`src/rtl/serial_sub_if.sv`:
```
// Handshake and operand/result bundle for the bit-serial subtractor.
interface serial_sub_if #(
    parameter int W = 8
);
    logic         start;
    logic [W-1:0] a;
    logic [W-1:0] b;
    logic [W-1:0] d;
    logic         bo;
    logic         ovf;
    logic         busy;
    logic         done;

    modport master (
        output start, a, b,
        input  d, bo, ovf, busy, done
    );

    modport slave (
        input  start, a, b,
        output d, bo, ovf, busy, done
    );
endinterface

```
`src/rtl/serial_sub.sv`:
```
// Bit-serial W-bit subtractor D = A - B, LSB first, one full-subtractor
// cell plus a borrow flop, with start/busy/done handshake.
module serial_sub #(
    parameter int W = 8
) (
    input  logic      clk,
    input  logic      rst,
    serial_sub_if.slave bus
);
    localparam int CW = (W > 2) ? $clog2(W) : 1;
    localparam logic [CW-1:0] LAST = CW'(W - 1);

    typedef enum logic [1:0] {
        IDLE,
        RUN,
        DONE
    } state_e;

    state_e        state_q, state_d;
    logic [W-1:0]  sa_q, sa_d;
    logic [W-1:0]  sb_q, sb_d;
    logic [W-1:0]  res_q, res_d;
    logic [W-1:0]  d_q, d_d;
    logic [CW-1:0] cnt_q, cnt_d;
    logic          borrow_q, borrow_d;
    logic          amsb_q, amsb_d;
    logic          bmsb_q, bmsb_d;
    logic          bo_q, bo_d;
    logic          ovf_q, ovf_d;
    logic          diff;
    logic          borrow_nx;

    always_comb begin
        state_d   = state_q;
        sa_d      = sa_q;
        sb_d      = sb_q;
        res_d     = res_q;
        d_d       = d_q;
        cnt_d     = cnt_q;
        borrow_d  = borrow_q;
        amsb_d    = amsb_q;
        bmsb_d    = bmsb_q;
        bo_d      = bo_q;
        ovf_d     = ovf_q;
        diff      = sa_q[0] ^ sb_q[0] ^ borrow_q;
        borrow_nx = (~sa_q[0] & sb_q[0])
                  | (~(sa_q[0] ^ sb_q[0]) & borrow_q);

        unique case (state_q)
            IDLE: begin
                if (bus.start) begin
                    sa_d     = bus.a;
                    sb_d     = bus.b;
                    borrow_d = 1'b0;
                    cnt_d    = '0;
                    amsb_d   = bus.a[W-1];
                    bmsb_d   = bus.b[W-1];
                    state_d  = RUN;
                end
            end
            RUN: begin
                sa_d     = sa_q >> 1;
                sb_d     = sb_q >> 1;
                res_d    = {diff, res_q[W-1:1]};
                borrow_d = borrow_nx;
                cnt_d    = cnt_q + 1'b1;
                // Results are published only on entry to DONE so they
                // stay stable while the next operation runs.
                if (cnt_q == LAST) begin
                    state_d = DONE;
                    d_d     = {diff, res_q[W-1:1]};
                    bo_d    = borrow_nx;
                    ovf_d   = (amsb_q != bmsb_q) && (diff != amsb_q);
                end
            end
            DONE: begin
                state_d = IDLE;
            end
            default: begin
                state_d = IDLE;
            end
        endcase
    end

    always_ff @(posedge clk) begin
        if (rst) begin
            state_q  <= IDLE;
            sa_q     <= '0;
            sb_q     <= '0;
            res_q    <= '0;
            d_q      <= '0;
            cnt_q    <= '0;
            borrow_q <= 1'b0;
            amsb_q   <= 1'b0;
            bmsb_q   <= 1'b0;
            bo_q     <= 1'b0;
            ovf_q    <= 1'b0;
        end else begin
            state_q  <= state_d;
            sa_q     <= sa_d;
            sb_q     <= sb_d;
            res_q    <= res_d;
            d_q      <= d_d;
            cnt_q    <= cnt_d;
            borrow_q <= borrow_d;
            amsb_q   <= amsb_d;
            bmsb_q   <= bmsb_d;
            bo_q     <= bo_d;
            ovf_q    <= ovf_d;
        end
    end

    assign bus.d    = d_q;
    assign bus.bo   = bo_q;
    assign bus.ovf  = ovf_q;
    assign bus.busy = (state_q == RUN);
    assign bus.done = (state_q == DONE);
endmodule

```
`src/flat_wrapper.sv`:
```
// flat-port wrapper written by rule: the top's interface ports become plain ports
module serial_sub_flat 
#(
    parameter int W = 8
)
  (clk, rst, bus_start, bus_a, bus_b, bus_d, bus_bo, bus_ovf, bus_busy, bus_done);
  serial_sub_if #(.W(W)) bus_i ();
  input  logic clk;
  input  logic rst;
  input wire logic [$bits(bus_i.start)-1:0] bus_start;
  input wire logic [$bits(bus_i.a)-1:0] bus_a;
  input wire logic [$bits(bus_i.b)-1:0] bus_b;
  output wire logic [$bits(bus_i.d)-1:0] bus_d;
  output wire logic [$bits(bus_i.bo)-1:0] bus_bo;
  output wire logic [$bits(bus_i.ovf)-1:0] bus_ovf;
  output wire logic [$bits(bus_i.busy)-1:0] bus_busy;
  output wire logic [$bits(bus_i.done)-1:0] bus_done;
  assign bus_i.start = bus_start;
  assign bus_i.a = bus_a;
  assign bus_i.b = bus_b;
  assign bus_d = bus_i.d;
  assign bus_bo = bus_i.bo;
  assign bus_ovf = bus_i.ovf;
  assign bus_busy = bus_i.busy;
  assign bus_done = bus_i.done;
  serial_sub #(.W(W)) u_core (.clk(clk), .rst(rst), .bus(bus_i));
endmodule
```
`config.mk`:
```
export PLATFORM = sky130hd
export DESIGN_NAME = serial_sub_flat
export DESIGN_NICKNAME = d
export VERILOG_FILES = /design/src/rtl/serial_sub_if.sv /design/src/rtl/serial_sub.sv /design/src/flat_wrapper.sv
export SDC_FILE = /design/constraint.sdc
export NUM_CORES = 1
export LEC_CHECK = 0
export CAP_MARGIN = 10
export CELL_PAD_IN_SITES_DETAIL_PLACEMENT = 2
export CELL_PAD_IN_SITES_GLOBAL_PLACEMENT = 2
export CORE_ASPECT_RATIO = 1.25
export CORE_MARGIN = 5
export CORE_UTILIZATION = 31
export CTS_BUF_LIST = sky130_fd_sc_hd__clkbuf_16
export CTS_CLUSTER_DIAMETER = 60
export DETAILED_ROUTE_END_ITERATION = 10
export PLACE_DENSITY = 0.83
export SETUP_SLACK_MARGIN = 0.2
export SLEW_MARGIN = 25
export SYNTH_ARGS = -nofsm -noshare
export SYNTH_HDL_FRONTEND = slang
export SYNTH_SLANG_ARGS = --single-unit
```
`constraint.sdc`:
```
create_clock -name clk -period 1.8 [get_ports clk]
set_input_delay 0.18 -clock clk [delete_from_list [all_inputs] [get_ports clk]]
set_output_delay 0.18 -clock clk [all_outputs]
set_load 0.02 [all_outputs]
```
Word level (Yosys, flattened, before mapping) --
Cells that the tools add are included.
Operators by class: add/subtract/negate cells 1, equal/unequal tests 7, multiplexer cells 11, bitwise operators 7, reduce and logical (&&, ||, !) cells 7
Operator list (number):
- case mux 8 bit (2 select lines) | 2
- two-way mux 8 bit | 2
- AND reduction 2 bit | 4
- case mux 3 bit (2 select lines) | 1
- two-way mux 2 bit | 2
- case mux 2 bit (2 select lines) | 1
- adder 3 x 1 -> 3 bit (second input constant) | 1
- equality test 3 bit (second input constant) | 1
- two-way mux 3 bit | 1
- bitwise AND 1 bit | 2
- equality test 2 x 1 -> 1 bit (second input constant) | 1
- equality test 2 bit (second input constant) | 1
- zero test 2 bit | 1
- inequality test 1 bit | 2
- inequality test 2 x 1 -> 1 bit (second input constant) | 1
- inequality test 2 bit (second input constant) | 1
- NOT 1 bit | 2
- case mux 1 bit (2 select lines) | 1
- nonzero test 2 bit | 1
- bitwise XOR 1 bit | 2
- logical AND 1 bit | 1
- two-way mux 1 bit | 1
- bitwise OR 1 bit | 1
Word-level totals: flip-flop bits (word level) 42, input port bits 19, output and inout bits 12, logic and storage cells 44

Logic depth before layout (Yosys ltp) --
depth after elaboration 5, depth in mapped cells 6, depth with buffers taken out 5

Least setup slack after synthesis --
Ideal clock, no wire load.
path kind register to register, start reg u_core.sb_q[0], end reg u_core.ovf_q, in the netlist u_core.bus.ovf, library setup time 0.091 ns, data arrival time 1.545 ns, data required time 1.709 ns, setup slack 0.164 ns, cell stages (with the launch flop) 5, path buffers 0, period minus slack after synthesis 1.636 ns, cells stage by stage dfxtp_1 > inv_1 > fa_1 > or3b_2 > a311oi_1
On the way: longest elaborated chain between the ends 4
Ends and longest elaborated chain:
- start, declared | RTL line serial_sub.sv:21 | logic [W-1:0] sb_q, sb_d;
- start signal, assigned | RTL line serial_sub.sv:89 | sb_q <= '0;
- start signal, assigned | RTL line serial_sub.sv:101 | sb_q <= sb_d;
- bitwise XOR 1 bit (2 in series) | RTL line serial_sub.sv:45 | diff = sa_q[0] ^ sb_q[0] ^ borrow_q;
- named net u_core.diff | RTL line serial_sub.sv:30 | logic diff;
- inequality test 1 bit | RTL line serial_sub.sv:73 | ovf_d = (amsb_q != bmsb_q) && (diff != amsb_q);
- logical AND 1 bit | RTL line serial_sub.sv:73
- end signal, assigned | RTL line serial_sub.sv:109 | ovf_q <= ovf_d;
- end, declared | RTL line serial_sub.sv:29 | logic ovf_q, ovf_d;
The timed path passes the listed nets, and every way through them passes these cells. A chain may end at the register's enable or synchronous reset.

Worst setup path in the final report --
start reg u_core.borrow_q, end reg u_core.ovf_q, in the netlist u_core.bus.ovf
On the way: longest elaborated chain between the ends 3
Ends and longest elaborated chain:
- start, declared | RTL line serial_sub.sv:25 | logic borrow_q, borrow_d;
- start signal, assigned | RTL line serial_sub.sv:105 | borrow_q <= borrow_d;
- bitwise XOR 1 bit | RTL line serial_sub.sv:45
- named net u_core.diff | RTL line serial_sub.sv:30
- inequality test 1 bit | RTL line serial_sub.sv:73
- logical AND 1 bit | RTL line serial_sub.sv:73
The timed path passes the listed nets, and every way through them passes these cells.

==> load_flow_metrics.sql <==
INSERT INTO impl_metrics (metric_group, metric, value, unit) VALUES
('run_status', 'run_status', 'complete, no violations', ''),
('timing', 'max_slew_margin', '0.739', ''),
('floorplanning', 'start_util', '0.313', ''),
('floorplanning', 'pin_count', '31', ''),
('setup_path', 'setup.worst_path.end_class', 'flop', ''),
('placement', 'place.detailed.hpwl', '2.89', 'mm'),
('timing', 'maxClockFrequency', '623', 'MHz'),
('synth', 'library_cell_occupying_the_most_area_in_the_post_synthesis_netlist', 'dfxtp_1', ''),
('cts', 'cts-hold-fix-buffers', '0', ''),
('synth', 'postSynth.topFlopCell', 'dfxtp_1', ''),
('route', 'drc', '0', ''),
('global_route', 'globalRouteTotalUtil', '0.130', ''),
('global_route', 'globalRouteOverflowTotal', '0', ''),
('cts', 'cts_tree', 'built', ''),
('job', 'maxCapViolCount', '0', ''),
('final_layout', 'total_area_of_multi_input_combinational_cells', '739', 'sq um'),
('synth', 'syn_area', '0.00167', 'sq mm'),
('final_layout', 'layout_filler_cell_count', '594', ''),
('cts', 'cts.path.max_buffers', '2', ''),
('synth', 'postSynthNetCount', '203', ''),
('floorplanning', 'floorplan.die.height', '92.0', 'microns'),
('timing', 'hold-worst-slack', '0.458', 'ns'),
('setup_path', 'ff2ff_setup_slack', '0.20', 'ns'),
('route', 'wirelength', '4.20', 'mm'),
('global_route', 'grt_pass1_vias', '1446', ''),
('cts', 'cts_max_level', '2', ''),
('power', 'vdd_drop_max', '0.545', 'mV'),
('final_layout', 'ff_latch_area', '825', 'sq um'),
('synth', 'yosys_register_bits', '41', ''),
('synth', 'netlist_top_cells_count', 'dfxtp_1 (41), nand2_1 (32), nor2_1 (22)', ''),
('power', 'power', '2190', 'uW'),
('cts', 'worstSkewPairLatency', '0.28', 'ns'),
('route', 'avg_vias_per_cell', '4.99', ''),
('synth', 'synthesis.yosys.warnings', '0', ''),
('route', 'routed_vias', '1396', ''),
('global_route', 'grt_pass1_wl', '6.90', 'mm'),
('global_route', 'antenna_found_initial', '0', ''),
('floorplanning', 'die_area', '0.00696', 'sq mm'),
('power', 'p_leak', '0.000844', 'uW'),
('floorplanning', 'dieWidth', '75.6', 'microns'),
('synth', 'post-synth-top-count-cell', 'dfxtp_1', ''),
('cts', 'tritoncts_num_sinks', '41', ''),
('setup_path', 'worst_ep_arrival_time', '1.79', 'ns'),
('final_layout', 'post_route_cells_drive_above_1_share', '0.111', ''),
('placement', 'placement.io_buffers', '30', ''),
('timing', 'period_needed', '1.60', 'ns'),
('timing', 'total_setup_violations_reported_at_the_end_of_the_flow', '0', ''),
('cts', 'clk_root_buffer_cell', 'clkbuf_16', ''),
('cts', 'cts_buffers', '5', ''),
('setup_path', 'critical_path_peak_fanout', '2', ''),
('timing', 'final_hold_violation_count', '0', ''),
('min_path', 'hp-class', 'reg2reg', ''),
('synth', 'synthesis.area_per_instance', '9.22', 'sq um'),
('synth', 'netlist.area_leader.share', '0.492', ''),
('route', 'wire_per_inst', '15.0', 'microns'),
('final_layout', 'finished_core_util', '0.416', ''),
('placement', 'finalWeightedCongestion', '0.686', ''),
('cts', 'cts.clk_slew.worst_paths', '0.06', 'ns'),
('synth', 'synth.top_cells.by_area', 'dfxtp_1 (49%), mux2i_1 (8.4%), a211oi_1 (7.6%)', ''),
('synth', 'synth_sequential_area_ratio', '0.492', ''),
('route', 'drt.antenna.violating_nets', '0', ''),
('setup_path', 'critPathRequiredTime', '1.99', 'ns'),
('final_layout', 'area_delta_synth_final', '33.0', '%'),
('floorplanning', 'rows', '30', ''),
('global_route', 'largest_net_degree_at_the_start_of_global_routing', '42', ''),
('timing', 'worstMarginPinSlew', '0.390', 'ns'),
('synth', 'number_of_synthesized_flops_with_an_enable_pin', '0', ''),
('timing', 'fin_crit_sh', '0.891', ''),
('timing', 'timing.setup.tns', '0', 'ns'),
('route', 'drt-pass1-iter-count', '2', ''),
('setup_path', 'start_kind', 'flop', ''),
('power', 'power.density', '987', 'mW/mm^2'),
('route', 'drt_first_iter_violations', '22', ''),
('floorplanning', 'core_region_area', '0.00533', 'sq mm'),
('synth', 'async_flop_share', '0', ''),
('timing', 'drv_slew', '0', ''),
('timing', 'grt_setup_unrepaired', 'true', ''),
('synth', 'synth_cells', '181', ''),
('timing', 'timing.clock.skew', '0.00698', 'ns'),
('synth', 'post_synth_num_cell_types', '28', ''),
('final_layout', 'antenna_cells_inserted', '0', ''),
('final_layout', 'design.final.nets', '237', ''),
('setup_path', 'crit_type', 'reg2reg', '');
## stage by stage
stage	instance area, sq um	setup slack, ns	std cells
6_report	2220	0.195	280
5_1_grt	2220	0.141	280
4_1_cts	2190	0.143	277
3_5_place_dp	2020	0.101	268
3_3_place_gp	2020	0.223	268
2_1_floorplan	1670	0.243	181
## what timing repair did
item / CTS / global route
buffers inserted: 1 / 3
setup endpoints to repair: 3 / 6
cloned: 0 / 0
gates resized for setup: 6 / 1
pin swaps: 2 / 3
## flip-flops by register name, indices dropped and copies added, names as in the netlist
signal	cells
u_core.sb_q	8
u_core.bus.bo	1
u_core.borrow_q	1
u_core.amsb_q	1
u_core.bus.ovf	1
u_core.cnt_q	3
u_core.bus.d	8
u_core.res_q	7
u_core.bmsb_q	1
u_core.state_q	2
u_core.sa_q	8
## report_power, final
group          total (uW)  internal [uW]  switching (uW)
Clock                 988            644             344
Sequential            976            949            26.6
Combinational         226            117             109
## cell type report
| type | instances | share of cell area |
|---|---|---|
| Sequential cell | 41 | 0.371 |
| Multi-Input combinational cell | 124 | 0.333 |
| Timing Repair Buffer | 40 | 0.181 |
| Clock buffer | 5 | 0.0564 |
| Tap cell | 64 | 0.0361 |
| Clock inverter | 3 | 0.0169 |
| Inverter | 3 | 0.00507 |
## cell families (layout without fill, tap and decap cells)
| group | after synthesis | after routing | synth area share |
|---|---|---|---|
| compound gates | 44 | 44 | 0.169 |
| fa+ha+maj | 3 | 3 | 0.0270 |
| buf+inv | 16 | 51 | 0.0675 |
| flops | 41 | 41 | 0.492 |
| mux | 14 | 14 | 0.0840 |
| simple gates | 63 | 63 | 0.160 |
## layout by cell type, fill, tap and decap left out, drive strengths merged, types with 4 or more instances in the layout
cell type       n
dfxtp          41
a21oi          19
buf            10
clkdlybuf4s50  28
inv             4
nand2          32
mux2i          14
nor2           22
a211oi         17
clkbuf          5
## critical path, cell delays in order (launching register included)
cell,delay [ns]
dfxtp_2,0.32
inv_1,0.06
fa_1,0.52
or3b_4,0.38
a311oi_1,0.23
## path summary, 6_finish.rpt
kind              cells after the start               to            start
hold reg to reg                       2  u_core.bus.d[3]  u_core.bus.d[3]
hold / removal                        2  u_core.bus.d[3]  u_core.bus.d[3]
setup / recovery                      4   u_core.bus.ovf  u_core.borrow_q
setup reg to reg                      4   u_core.bus.ovf  u_core.borrow_q
## metal layers
metal | up-vias | share of wire | GRT usage
met3 | 6 | 0.045 | 0.0395
met5 | - | 0 | 0
met2 | 25 | 0.53 | 0.222
met4 | 0 | 0.017 | 0.0481
li1 | 684 | - | -
met1 | 681 | 0.41 | 0.148
Note: power is estimated with default switching activity, not from simulation.
